===== src/rtl/bp_pkg.sv =====
// Shared encodings and helper functions for the two-level branch predictor.
package bp_pkg;

    localparam logic [1:0] SNT = 2'b00;
    localparam logic [1:0] WNT = 2'b01;
    localparam logic [1:0] WT  = 2'b10;
    localparam logic [1:0] ST  = 2'b11;

    localparam int MODE_LOCAL  = 0;
    localparam int MODE_GLOBAL = 1;
    localparam int MODE_GSHARE = 2;

    typedef enum logic {
        SWEEP = 1'b0,
        READY = 1'b1
    } sweep_state_t;

    function automatic logic [1:0] ctr_next(input logic [1:0] ctr, input logic taken);
        logic [1:0] nxt;
        if (taken) begin
            nxt = (ctr == ST) ? ST : ctr + 2'd1;
        end else begin
            nxt = (ctr == SNT) ? SNT : ctr - 2'd1;
        end
        return nxt;
    endfunction

    // Caller truncates the result to the PHT index width (LSBs kept).
    function automatic logic [31:0] pht_hash(input logic [31:0] hist, input logic [31:0] pc,
                                             input int mode, input int hist_w);
        logic [31:0] pc_bits;
        logic [31:0] hashed;
        pc_bits = (pc >> 2) & ((32'd1 << hist_w) - 32'd1);
        hashed  = (mode == MODE_GSHARE) ? (hist ^ pc_bits) : hist;
        return hashed;
    endfunction

endpackage


===== src/rtl/bp_init_sweep.sv =====
// Post-reset table initialisation: walks every table index once, then parks in READY.
module bp_init_sweep
    import bp_pkg::*;
#(
    parameter int IDX_W = 10
) (
    input  logic             clk,
    input  logic             rst_n,
    output logic [IDX_W-1:0] idx,
    output logic             sweep_we,
    output logic             init_done
);

    sweep_state_t     r_state;
    sweep_state_t     w_state_next;
    logic [IDX_W-1:0] r_idx;
    logic [IDX_W-1:0] w_idx_next;

    always_ff @(posedge clk or negedge rst_n) begin
        if (!rst_n) begin
            r_state <= SWEEP;
            r_idx   <= '0;
        end else begin
            r_state <= w_state_next;
            r_idx   <= w_idx_next;
        end
    end

    always_comb begin
        w_state_next = r_state;
        w_idx_next   = r_idx;
        if (r_state == SWEEP) begin
            w_idx_next = r_idx + 1'b1;
            if (r_idx == {IDX_W{1'b1}}) begin
                w_state_next = READY;
            end
        end
    end

    always_comb begin
        sweep_we  = (r_state == SWEEP);
        init_done = (r_state == READY);
    end

    assign idx = r_idx;

endmodule


===== src/rtl/bp_two_level.sv =====
// Two-level conditional branch predictor (local / global / gshare) with
// speculative global history, mispredict repair and sequential table init.
module bp_two_level
    import bp_pkg::*;
#(
    parameter int MODE      = 2,
    parameter int BHT_DEPTH = 10,
    parameter int HIST_W    = 6,
    parameter int PHT_DEPTH = 8
) (
    input  logic              clk,
    input  logic              rst_n,
    input  logic              flushD,
    input  logic              stallD,
    input  logic [31:0]       instrD,
    input  logic [31:0]       pcF,
    input  logic [31:0]       pcM,
    input  logic              branchM,
    input  logic              actual_takeM,
    input  logic              pred_takeM,
    input  logic [HIST_W-1:0] ghrM,
    output logic              branchD,
    output logic              branchL_D,
    output logic              pred_takeD,
    output logic [HIST_W-1:0] ghrD,
    output logic              init_done
);

    localparam int IDX_W    = (PHT_DEPTH > BHT_DEPTH) ? PHT_DEPTH : BHT_DEPTH;
    localparam int PHT_SIZE = 1 << PHT_DEPTH;

    logic [IDX_W-1:0]     w_idx;
    logic                 w_sweep_we;
    logic                 w_init_done;

    logic                 w_regimm;
    logic [HIST_W-1:0]    w_hist_f;
    logic [HIST_W-1:0]    w_hist_m;
    logic [PHT_DEPTH-1:0] w_pht_idx_f;
    logic [PHT_DEPTH-1:0] w_pht_idx_m;
    logic                 w_pred_f;
    logic [HIST_W-1:0]    w_hist_d;
    logic                 w_mispred;
    logic                 w_spec_shift;
    logic                 w_pht_in_rng;
    logic                 w_pht_we;
    logic [PHT_DEPTH-1:0] w_pht_waddr;
    logic [1:0]           w_pht_wdata;

    logic [1:0]           r_pht [PHT_SIZE];
    logic [HIST_W-1:0]    r_ghr;
    logic                 r_pred;
    logic [HIST_W-1:0]    r_ghrD;

    bp_init_sweep #(.IDX_W(IDX_W)) u_sweep (
        .clk       (clk),
        .rst_n     (rst_n),
        .idx       (w_idx),
        .sweep_we  (w_sweep_we),
        .init_done (w_init_done)
    );

    assign w_regimm  = (instrD[31:26] == 6'b000001);
    assign branchD   = (w_regimm && (instrD[19:17] == 3'b000 || instrD[19:17] == 3'b001))
                     || (instrD[31:28] == 4'b0001);
    assign branchL_D = (w_regimm && (instrD[19:17] == 3'b001))
                     || (instrD[31:28] == 4'b0101);

    // Local mode owns a per-PC history table; the global modes use GHR / the carried checkpoint.
    if (MODE == MODE_LOCAL) begin : g_local
        localparam int BHT_SIZE = 1 << BHT_DEPTH;

        logic [HIST_W-1:0]    r_bht [BHT_SIZE];
        logic [BHT_DEPTH-1:0] w_bht_idx_f;
        logic [BHT_DEPTH-1:0] w_bht_idx_m;
        logic                 w_bht_in_rng;
        logic                 w_bht_we;
        logic [BHT_DEPTH-1:0] w_bht_waddr;
        logic [HIST_W-1:0]    w_bht_wdata;

        assign w_bht_idx_f = pcF[BHT_DEPTH+1:2];
        assign w_bht_idx_m = pcM[BHT_DEPTH+1:2];
        assign w_hist_f    = r_bht[w_bht_idx_f];
        assign w_hist_m    = r_bht[w_bht_idx_m];

        if (IDX_W > BHT_DEPTH) begin : g_bht_rng
            assign w_bht_in_rng = ~|w_idx[IDX_W-1:BHT_DEPTH];
        end else begin : g_bht_full
            assign w_bht_in_rng = 1'b1;
        end

        always_comb begin
            w_bht_we    = 1'b0;
            w_bht_waddr = w_bht_idx_m;
            w_bht_wdata = {w_hist_m[HIST_W-2:0], actual_takeM};
            if (w_sweep_we) begin
                w_bht_we    = w_bht_in_rng;
                w_bht_waddr = w_idx[BHT_DEPTH-1:0];
                w_bht_wdata = '0;
            end else if (branchM) begin
                w_bht_we = 1'b1;
            end
        end

        always_ff @(posedge clk) begin
            if (w_bht_we) begin
                r_bht[w_bht_waddr] <= w_bht_wdata;
            end
        end
    end else begin : g_global
        assign w_hist_f = r_ghr;
        assign w_hist_m = ghrM;
    end

    assign w_pht_idx_f = PHT_DEPTH'(pht_hash(32'(w_hist_f), pcF, MODE, HIST_W));
    assign w_pht_idx_m = PHT_DEPTH'(pht_hash(32'(w_hist_m), pcM, MODE, HIST_W));
    assign w_pred_f    = w_init_done & r_pht[w_pht_idx_f][1];
    assign w_hist_d    = w_init_done ? w_hist_f : '0;

    if (IDX_W > PHT_DEPTH) begin : g_pht_rng
        assign w_pht_in_rng = ~|w_idx[IDX_W-1:PHT_DEPTH];
    end else begin : g_pht_full
        assign w_pht_in_rng = 1'b1;
    end

    // The sweep owns the write port until init completes; training is ignored meanwhile.
    always_comb begin
        w_pht_we    = 1'b0;
        w_pht_waddr = w_pht_idx_m;
        w_pht_wdata = ctr_next(r_pht[w_pht_idx_m], actual_takeM);
        if (w_sweep_we) begin
            w_pht_we    = w_pht_in_rng;
            w_pht_waddr = w_idx[PHT_DEPTH-1:0];
            w_pht_wdata = WT;
        end else if (branchM) begin
            w_pht_we = 1'b1;
        end
    end

    always_ff @(posedge clk) begin
        if (w_pht_we) begin
            r_pht[w_pht_waddr] <= w_pht_wdata;
        end
    end

    assign w_mispred    = branchM & (pred_takeM ^ actual_takeM);
    assign w_spec_shift = branchD & ~stallD & ~flushD;

    // Repair from the checkpoint wins over a same-cycle speculative shift.
    always_ff @(posedge clk or negedge rst_n) begin
        if (!rst_n) begin
            r_ghr <= '0;
        end else if (MODE != MODE_LOCAL && w_init_done) begin
            if (w_mispred) begin
                r_ghr <= {ghrM[HIST_W-2:0], actual_takeM};
            end else if (w_spec_shift) begin
                r_ghr <= {r_ghr[HIST_W-2:0], pred_takeD};
            end
        end
    end

    always_ff @(posedge clk or negedge rst_n) begin
        if (!rst_n) begin
            r_pred <= 1'b0;
            r_ghrD <= '0;
        end else if (flushD) begin
            r_pred <= 1'b0;
            r_ghrD <= '0;
        end else if (!stallD) begin
            r_pred <= w_pred_f;
            r_ghrD <= w_hist_d;
        end
    end

    assign pred_takeD = branchD & r_pred;
    assign ghrD       = r_ghrD;
    assign init_done  = w_init_done;

    // Not every address / history bit participates in every mode.
    logic w_unused;
    assign w_unused = ^{instrD, pcF, pcM, ghrM, w_hist_m};

endmodule


===== config.mk =====
export PLATFORM = sky130hd
export DESIGN_NAME = bp_two_level
export DESIGN_NICKNAME = d
export VERILOG_FILES = /design/src/rtl/bp_pkg.sv /design/src/rtl/bp_init_sweep.sv /design/src/rtl/bp_two_level.sv
export SDC_FILE = /design/constraint.sdc
export NUM_CORES = 1
export LEC_CHECK = 0
export BUFFER_PORTS_ARGS = -buffer_cell sky130_fd_sc_hd__buf_2
export CORE_MARGIN = 2
export CORE_UTILIZATION = 55
export CTS_CLUSTER_SIZE = 16
export DETAILED_ROUTE_END_ITERATION = 12
export MAX_ROUTING_LAYER = met4
export PLACE_DENSITY = 0.84
export SETUP_SLACK_MARGIN = 0.4
export SYNTH_ARGS = -nofsm -noshare
export SYNTH_HDL_FRONTEND = slang
export SYNTH_SLANG_ARGS = --single-unit

===== constraint.sdc =====
create_clock -name clk -period 6.35 [get_ports clk]
set_clock_uncertainty 0.05 [all_clocks]
set_input_delay 1.27 -clock clk [delete_from_list [all_inputs] [get_ports clk]]
set_output_delay 1.27 -clock clk [all_outputs]
set_load 0.005 [all_outputs]

==> impl_results.md, run 1 <==
- Routed WL per cell: 24.08 um
- Clock-pin slew on the worst setup and hold paths: 0.07 ns
- # DRC: 0
- Worst EP required: ~6.4 ns
- PD cells: 277.0 mW/mm^2
- GR Layer Usage met3: 5.936%
- Area of the core: 0.01272 sq mm
- Yosys reg bits: roughly 150
- DRT iter0 DRCs: 606
- Vias: roughly 4700
- Layout net count: 640
- Slowest CP cell: xor2_2
- Period utilization: 71.70%
- Met1 Usage GRT: 31.31%
- CTS root buffer: clkbuf_16
- Vias in the first global route: 4909
- Synthesized area: between 0.007 and 0.008 sq mm
- Post-synth top area cell: edfxtp_1
- Worst skew pair latency: about 0.43 ns
- Ports: ~120
- Clk sink count: 152
- Global-route wire length before repair: 26650 um
- Arr. time, crit path: 4.60 ns
- Count leader, synth: edfxtp_1
- Slew of the pin with the lowest slew margin: ~1.0 ns
- Met2 Usage GRT: about 43%
- Worst r2r src: r_ghr[0]$_DFFE_PN0P_
- Total wire length: 17220 um
- Mapped Cells: 478
- Max FO, Critical Path: 64
- Post-CTS Setup Bufs: 0
- Area growth from synthesis to layout: 14.44%
- CTS tree: built
- Post-synthesis sequential area ratio: ~60%
- Initial Util: a little under three fifths
- YS warnings: 0
- Reg2Reg Setup Slack: 2.79 ns
- Setup TNS: 0 ns
- Die Ht: 118.6 um
- Crit-path leading delay family: compound AO/OA/AOI/OAI gates
- Final hold vios: 0
- Worst hold path startpoint: u_sweep.idx[8]$_DFFE_PN0N_
- Leak: 2.662 nW
- Post-layout minimum cycle time: 4.553 ns
- Deepest clock path buffer count: 2
- Input/output buffers: 43
- Initial antenna violation count: 0
- TritonCTS buffer count: 17
- Min-delay worst type: reg -> reg
- Drt first pass iters: 5
- Syn nets: 588
- Final setup fails: 0
- Pin count of the biggest net entering global routing: 65
- Crit. path cell count: 10
- CP startpoint kind: input pin
- Post-route ant nets: 0
- GRT busiest layer: met2
- Gp weighted congestion: 0.9396
- DP Wirelength: 10930 um
- Yosys top cell area share: 53.25%
- CP max stage delay: roughly 0.83 ns
- CP endpoint kind: register
- Reg-to-Reg End: r_pred$_DFFE_PN0P_
- Leading post-synthesis cells by cell area: edfxtp_1 53%, mux4_1 11%, dfrtp_1 8.3%, mux4_2 6.6%, nor2_1 5.1%
- WHS Endpoint: u_sweep.idx[8]$_DFFE_PN0N_
- RSZ-0062 raised after global routing: no
- FMAX: 219.6 MHz
- CP bufs+invs: 2
- Worst IR Drop VDD: 0.2155 mV
- Overflow left after global routing: 0
- Hold Buf Count CTS: 0
- Main synth FF type: edfxtp_1
- Crit-path cells: buf_2 -> xor2_2 -> mux4_1 -> a22oi_1 -> a21oi_1 -> a211o_1 -> a21boi_1 -> nand2b_1 -> a31o_1 -> buf_4
- FF-to-FF path depth: 9
- Fin. max-slew vios: 0
- Cell Count Post-Placement: between 600 and 700
- Die area: between 0.01 and 0.015 sq mm
- Fraction of layout cells with a size suffix above 1: 20.63%
- Top post-synthesis cells by count: 128 x edfxtp_1, 98 x nor2_1, 46 x nand2_1
- Clock H-tree levels: 4
- Row Count: 41
- Die W: 118.6 um
- All-Layer GR Usage: between 20% and 30%
- Status: complete, no violations
- Synth async-reset ratio: 15.79%
- Max Cap Viol: 0
- Critical path type: in -> reg
- Cell count of the worst hold path: 1
- Post-synth EDFFs: 128
- Synth unique cells: 41
- Syn Area/Cell: roughly 15 sq um
- Slew margin rel.: 29.94%
- Vias per cell: ~6.6
- Post-route insts no fill: 715
- Diode count: 0
- Post-CTS Resized: 0
-- worst max path at each step --
stage                     startpoint                endpoint  slack [ns]
after floorplan               pcM[3]   r_pht[0][1]$_DFFE_PP_        1.31
after global placement        pcM[2]  r_pht[28][0]$_DFFE_PP_        1.49
after detailed placement     ghrM[0]  r_pht[56][0]$_DFFE_PP_        1.36
after CTS                    ghrM[0]  r_pht[27][0]$_DFFE_PP_        1.84
after global routing         ghrM[0]  r_pht[48][0]$_DFFE_PP_        1.63
final                        ghrM[0]   r_pht[2][0]$_DFFE_PP_        1.80
-- state kept, by name, summed over array words and instances (netlist names) --
| name | cells |
|---|---|
| r_pred | 1 |
| r_pht | 128 |
| u_sweep.init_done | 1 |
| r_ghr | 6 |
| u_sweep.idx | 10 |
| ghrD | 6 |
-- cell type report --
| cell class | count | area, sq um |
|---|---|---|
| inverter | 2 | 7.507 |
| multi-input combinational | 307 | 2700 |
| fill | 901 | 4462 |
| sequential | 152 | 4444 |
| clock inverter | 14 | 196.4 |
| clock buffer | 18 | 429.2 |
| timing repair buffer | 50 | 267.8 |
| tap | 172 | 215.2 |
-- worst reg2reg max path: stages (launching register included) --
cell	delay, ns
dfrtp_1	0.45
xor2_2	0.79
buf_4	0.36
mux4_1	0.64
mux4_2	0.50
mux2_2	0.28
nor2_1	0.08
a21oi_1	0.06
a22oi_2	0.16
nor2_1	0.07
-- power by group --
| group | switching [mW] | internal (mW) |
|---|---|---|
| Combinational | 0.0872 | 0.0581 |
| Sequential | 0.00128 | 1.07 |
| Clock | 0.411 | 0.662 |
| Total | 0.500 | 1.79 |
-- logic make-up (layout without fill, tap and decap cells) --
kind of cell               Yosys count  in the layout  share of synthesized area (%)
DFF                                152            152                          61.57
adders and majority gates            1              1                         0.1733
and+or+nand+nor                    161            161                          8.945
AOI/OAI and AO/OA                   59             59                          5.408
muxes                               61             61                          19.12
buffers and inverters               19             84                          1.335
xor gates and xnor gates            25             25                          3.449
-- cell usage in the layout, fill, tap and decap left out, types with 10 or more instances in the layout --
| cell | synthesis | final |
|---|---|---|
| nand2_1 | 46 | 46 |
| xor2_1 | 10 | 10 |
| a22oi_1 | 18 | 18 |
| clkbuf_16 | 0 | 17 |
| dfrtp_1 | 24 | 24 |
| mux4_2 | 21 | 21 |
| nor2_1 | 98 | 98 |
| o21ai_0 | 10 | 10 |
| mux4_1 | 31 | 31 |
| buf_2 | 2 | 43 |
| a21oi_1 | 16 | 16 |
| xnor2_1 | 11 | 11 |
| edfxtp_1 | 128 | 128 |
-- metal layers --
| metal | vias to the layer above | routed length, um |
|---|---|---|
| met3 | 78 | 1555 |
| met1 | 2300 | 6173 |
| met2 | 332 | 8730 |
| li1 | 1977 | - |
| met4 | 0 | 758 |
| met5 | - | 0 |
-- per-stage QoR --
| stage | power, mW | hold slack (ns) | setup slack, ns | area [sq um] | utilization (%) |
|---|---|---|---|---|---|
| finish | 2.288 | 0.4470 | 1.797 | 8260 | 64.93 |
| global route | 2.344 | 0.4673 | 1.635 | 8260 | 64.93 |
| CTS | 2.295 | 0.4439 | 1.839 | 8260 | 64.93 |
| detailed placement | 1.232 | 0.4322 | 1.358 | 7635 | 60.01 |
| global placement | 1.228 | 0.4259 | 1.493 | 7635 | 60.01 |
| floorplan | 1.182 | 0.4064 | 1.307 | 7218 | - |
Note: power is estimated with default switching activity, not from simulation.
==> run 2: changes to the inputs <==
ABC_AREA = 1   (was unset)
PLACE_DENSITY = 0.83   (was 0.84)
clock period = 4.55 ns   (was 6.35 ns; I/O delays follow)
==> impl_results.md, run 2 <==
- WHS: about 0.4 ns
- Min-delay worst type: in -> async
- Post-CTS Setup Bufs: 0
- Initial antenna violation count: 0
- Routed WL per cell: 17.95 um
- Row Count: 44
- Syn Area/Cell: 8.500 sq um
- Input/output buffers: 43
- Diode count: 0
- Hold Buf Count CTS: 0
- Drt first pass iters: 6
- Mapped Cells: 939
- Post-synth top area cell: edfxtp_1
- Clock-pin slew on the worst setup and hold paths: 0.06 ns
- RSZ-0062 raised after global routing: no
- Post-synth EDFFs: 128
- Gp weighted congestion: around 1
- Area growth from synthesis to layout: 13.03%
- Worst EP required: roughly 4.6 ns
- CTS root buffer: clkbuf_16
- DRT iter0 DRCs: approximately 830
- Leading post-synthesis cells by cell area: edfxtp_1 48%, nand2_1 11%, nand3_1 10%, dfrtp_1 7.5%, inv_1 7.0%
- Area of the core: roughly 0.014 sq mm
- Fraction of layout cells with a size suffix above 1: 10.61%
- Synthesized area: between 0.007 and 0.008 sq mm
- Post-synthesis adder-cell area fraction: 0.1568%
- Worst r2r src: u_sweep.init_done$_DFF_PN0_
- Post-CTS Resized: 0
- CP bufs+invs: 4
- Pin count of the biggest net entering global routing: 65
- CP startpoint kind: input pin
- Most common cell after layout, fill and taps aside: nand2_1
- Setup TNS: 0 ns
- XOR/XNOR Fraction of Synth Area: 2.602%
- Die area: 0.01549 sq mm
- Die W: 124.5 um
- FMAX: slightly below 300 MHz
- TritonCTS buffer count: 17
- Vias per cell: 5.761
- Filler cell count: 1135
- PD cells: 371.3 mW/mm^2
- Deepest clock path buffer count: 2
- Clock H-tree levels: 4
- Largest family of logic cells by synthesized area: simple AND/OR/NAND/NOR gates
- Top reg by flops: r_pht
- # DRC: 0
- Post-synthesis mux area share: 0%
- Max Cap Viol: 0
- Post-Synth Simple-Gate Area: 27.26%
- Synth async-reset ratio: 15.79%
- DP Wirelength: 13330 um
- CTS tree: built
- Post-route ant nets: 0
- Post-synthesis sequential area ratio: 55.68%
- Status: complete, no violations
- Syn nets: 1049
- CP max stage delay: 0.46 ns
- Compound-cell area share of the yosys netlist: 5.063%
- Count leader, synth: nand2_1
- CP endpoint kind: register
- All-Layer GR Usage: 28.50%
- Die Ht: 124.5 um
- Clk sink count: 152
- Main synth FF type: edfxtp_1
- Arr. time, crit path: 3.44 ns
- YS warnings: 0
- Post-layout minimum cycle time: 3.366 ns
- Crit-path leading delay family: simple AND/OR/NAND/NOR gates
- Period utilization: about three quarters
- Global-route wire length before repair: between 30000 and 40000 um
- Final setup fails: 0
- Overflow left after global routing: 0
- Critical path type: in -> reg
- Most frequent cells in the layout: 244 x nand2_1, 164 x nand3_1, 149 x inv_1, 128 x edfxtp_1, 87 x nor2_1
- Slowest CP cell: nand2_1
- Initial Util: between 50% and 60%
- Vias: 6764
- Final hold vios: 0
- Total wire length: 21070 um
- Yosys top cell area share: about half
- Crit-path cells: buf_2 -> inv_1 -> nand2_1 -> nand2_1 -> buf_12 -> nand2_1 -> nand3_1 -> nand3_1 -> nand3_1 -> nand3_1 -> nand3_1 -> nand2_1 -> a21oi_1 -> nand2_1 -> buf_4
- Layout net count: 1087
- Max reg flops: 128
- Leak: 4.120 nW
- Crit path launch: pcM[2]
- Max FO, Critical Path: 47
- Slew margin rel.: between 20% and 30%
- FF-to-FF path depth: 4
- Worst IR Drop VDD: a little under 0.4 mV
- Top post-synthesis cells by count: 244 x nand2_1, 164 x nand3_1, 149 x inv_1
- Fin. max-slew vios: 0
- Yosys reg bits: between 150 and 200
- Vias in the first global route: 6515
- Slew of the pin with the lowest slew margin: about 1.1 ns
- Crit. path cell count: 15
- Synth unique cells: 33
- Post-route insts no fill: roughly 1200
- Cell Count Post-Placement: 1142
- Worst skew pair latency: 0.44 ns
- Ports: about 120
## run 2: cell count changes in the layout (fill, tap and decap cells not counted), sizes merged, moves of 9 or more
cell | previous run | this run
nand2 | 46 | 245
nand3 | 6 | 164
inv | 5 | 158
mux4 | 52 | 0
o21ai | 11 | 41
a22oi | 19 | 0
o211ai | 0 | 19
a21oi | 16 | 4
nor2 | 98 | 89
## run 2: kinds of logic (layout without fill, tap and decap cells)
| logic type | Yosys count | after routing |
|---|---|---|
| xor+xnor | 19 | 19 |
| flops | 152 | 152 |
| compound gates | 67 | 67 |
| buf+inv | 188 | 239 |
| simple gates | 512 | 512 |
| fa+ha+maj | 1 | 1 |
## run 2: where the power goes
| group | total [mW] | switching [mW] | internal, mW |
|---|---|---|---|
| clock | 1.47 | 0.597 | 0.875 |
| combinational | 0.380 | 0.264 | 0.117 |
| sequential | 1.50 | 0.00313 | 1.49 |
## run 2: per-stage QoR
stage	cell area (sq um)	total power [mW]	setup WS [ns]	utilization (%)
3_5_place_dp	8407	1.889	0.9336	58.51
5_1_grt	9021	3.444	1.059	62.78
3_3_place_gp	8407	1.885	0.9805	58.51
4_1_cts	9021	3.338	1.325	62.78
2_1_floorplan	7981	1.764	0.4751	-
6_report	9021	3.350	1.184	62.78
## run 2: final cells by class
class                           instances  area, sq um  share of cell area, %
Multi-Input combinational cell        599         2815                  31.21
Clock buffer                           17        425.4                  4.716
Sequential cell                       152         4444                  49.26
Clock inverter                         15        188.9                  2.094
Timing Repair Buffer                   56        350.3                  3.883
Inverter                              151        566.8                  6.283
Tap cell                              184        230.2                  2.552
## run 2: final timing paths
path | to | slack [ns]
max | r_pht[7][1]$_DFFE_PP_ | 1.18
min | u_sweep.idx[2]$_DFFE_PN0N_ | 0.40
max reg2reg | r_pht[52][0]$_DFFE_PP_ | 1.68
min reg2reg | ghrD[4]$_DFFE_PN0P_ | 0.43
max in group asynchronous | ghrD[4]$_DFFE_PN0P_ | 3.69
min in group clk | ghrD[4]$_DFFE_PN0P_ | 0.43
## run 2: metal layers
layer / wire (um) / GRT usage (%) / share of wire, % / vias to the layer above
li1: - / - / - / 3134
met1: 7847 / 33.59 / 37 / 3091
met2: 9758 / 45.03 / 46 / 426
met3: 2423 / 7.603 / 11 / 113
met4: 1045 / 14.94 / 5.0 / 0
met5: 0 / - / 0 / -
## run 2: worst register-to-register path: cells and delay by family, from the launching register on
kind / cells / cell delay (ns)
flops: 1 / 0.61
compound gates: 1 / 0.37
buf+inv: 1 / 0.35
simple gates: 2 / 1.17
==> run 3: changes to the inputs <==
clock period = 3.15 ns   (was 4.55 ns; I/O delays follow)
==> impl_results.md, run 3 (synthesis gave the netlist of run 2 again) <==
- Die area: roughly 0.015 sq mm
- Area growth from synthesis to layout: 14.85%
- Arr. time, crit path: 2.72 ns
- CP bufs+invs: 4
- Gp weighted congestion: 0.9993
- Pin count of the biggest net entering global routing: 65
- Crit-path leading delay family: simple AND/OR/NAND/NOR gates
- Reg-to-Reg End: r_pht[4][1]$_DFFE_PP_
- Post-layout minimum cycle time: 2.540 ns
- Routed WL per cell: 17.19 um
- Worst skew pair latency: 0.44 ns
- Slowest CP cell: buf_12
- PD cells: 528.8 mW/mm^2
- Most frequent cells in the layout: 241 x nand2_1, 164 x nand3_1, 149 x inv_1, 128 x edfxtp_1, 87 x nor2_1
- CTS tree: built
- CP startpoint kind: input pin
- Drt first pass iters: 6
- Vias per cell: 5.701
- Post-route ant nets: 0
- Critical path type: in -> reg
- WHS: 0.1260 ns
- Area of the core: 0.01437 sq mm
- Filler cell count: between 1000 and 1500
- Status: complete, no violations
- Post-CTS Resized: 0
- Reg area: between 0.004 and 0.005 sq mm
- Pwr Total: 4.847 mW
- FMAX: 393.7 MHz
- Max FO, Critical Path: 64
- DP Wirelength: between 10000 and 15000 um
- RSZ-0062 raised after global routing: no
- Clock H-tree levels: 4
- Min-delay worst type: in -> async
- Leak: 4.191 nW
- CTS root buffer: clkbuf_16
- Period utilization: 80.64%
- Post-CTS Setup Bufs: 0
- Fin. max-slew vios: 0
- Row Count: between 40 and 50
- Global-route wire length before repair: 32320 um
- Crit-path cells: buf_2 -> inv_1 -> nand2_1 -> nand2_2 -> buf_12 -> nand2_1 -> nand3_1 -> nand3_1 -> nand3_1 -> nand3_1 -> nand3_1 -> nand2_1 -> nand2_1 -> nand2_1 -> nor2_4 -> buf_12
- Worst r2r src: u_sweep.init_done$_DFF_PN0_
- Clock-pin slew on the worst setup and hold paths: about 0.060 ns
- Placed Area: roughly 0.0085 sq mm
- Overflow left after global routing: 0
- Top reg by flops: r_pht
- Diode count: 0
- Hold Buf Count CTS: 0
- Deepest clock path buffer count: 2
- Total wire length: 20380 um
- Vias in the first global route: 6284
- Initial antenna violation count: 0
- Initial Util: 55.55%
- Final setup fails: 0
- Die W: 124.5 um
- Ports: 119
- Max Cap Viol: 0
- CP endpoint kind: register
- Vias: 6756
- Die Ht: 124.5 um
- Worst EP required: 3.33 ns
- Most common cell after layout, fill and taps aside: nand2_1
- All-Layer GR Usage: 27.90%
- Layout net count: 1098
- Slew margin rel.: 25.98%
- Final hold vios: 0
- Slew of the pin with the lowest slew margin: 1.099 ns
- Max reg flops: 128
- Setup TNS: 0 ns
- Clk sink count: 152
- DRT iter0 DRCs: 856
- Worst IR Drop VDD: between 0.4 and 0.5 mV
- Input/output buffers: 43
- Area of the multi-input gates: 0.002823 sq mm
- FF-to-FF path depth: 7
- Fraction of layout cells with a size suffix above 1: between 10% and 20%
- Reg2Reg Setup Slack: 0.67 ns
- CP max stage delay: approximately 0.24 ns
- TritonCTS buffer count: 17
- Fin area: 0.009166 sq mm
- # DRC: 0
[run 3: cell types whose count changed in the layout (fill, tap and decap cells not counted), sizes merged]
cell | previous run | this run
buf | 56 | 67
clkinv | 4 | 5
clkinvlp | 1 | 2
inv | 158 | 156
[run 3: layout make-up]
cell class                 count  share of cell area, %
clock buffer                  17                  4.641
sequential                   152                  48.50
inverter                     151                  6.183
clock inverter                15                  2.061
multi-input combinational    599                  30.79
tap                          184                  2.512
timing repair buffer          67                  5.310
[run 3: metrics by stage]
step,cells,util [%],worst slack [ns]
after detailed placement,1153,59.45,0.1596
after global placement,1153,59.45,0.2299
final,1185,63.79,0.6098
after CTS,1185,63.72,0.4815
after floorplan,939,-,0.4550
after global routing,1185,63.79,0.4642
[run 3: worst max-delay path by stage]
stage,from,end,cells after the start
floorplan,pcM[2],r_pht[0][0]$_DFFE_PP_,14
detailed placement,pcM[2],r_pht[41][0]$_DFFE_PP_,16
finish,ghrM[0],r_pht[10][0]$_DFFE_PP_,16
global route,instrD[30],pred_takeD,7
CTS,u_sweep.init_done$_DFF_PN0_,r_pht[16][0]$_DFFE_PP_,4
global placement,ghrM[0],r_pht[56][0]$_DFFE_PP_,16
[run 3: routing by layer]
metal  vias to the layer above  track usage, %  wire length, um
met5                         -               -                0
met4                         0           17.05             1019
met3                        85           6.615             2089
met2                       416           41.66             9423
met1                      3095           34.59             7844
li1                       3160               -                -
[run 3: power breakdown]
group	total (mW)	internal (mW)	switching, mW
Clock	2.11	1.26	0.850
Combinational	0.573	0.192	0.381
Sequential	2.16	2.16	0.00448
Total	4.85	3.61	1.24
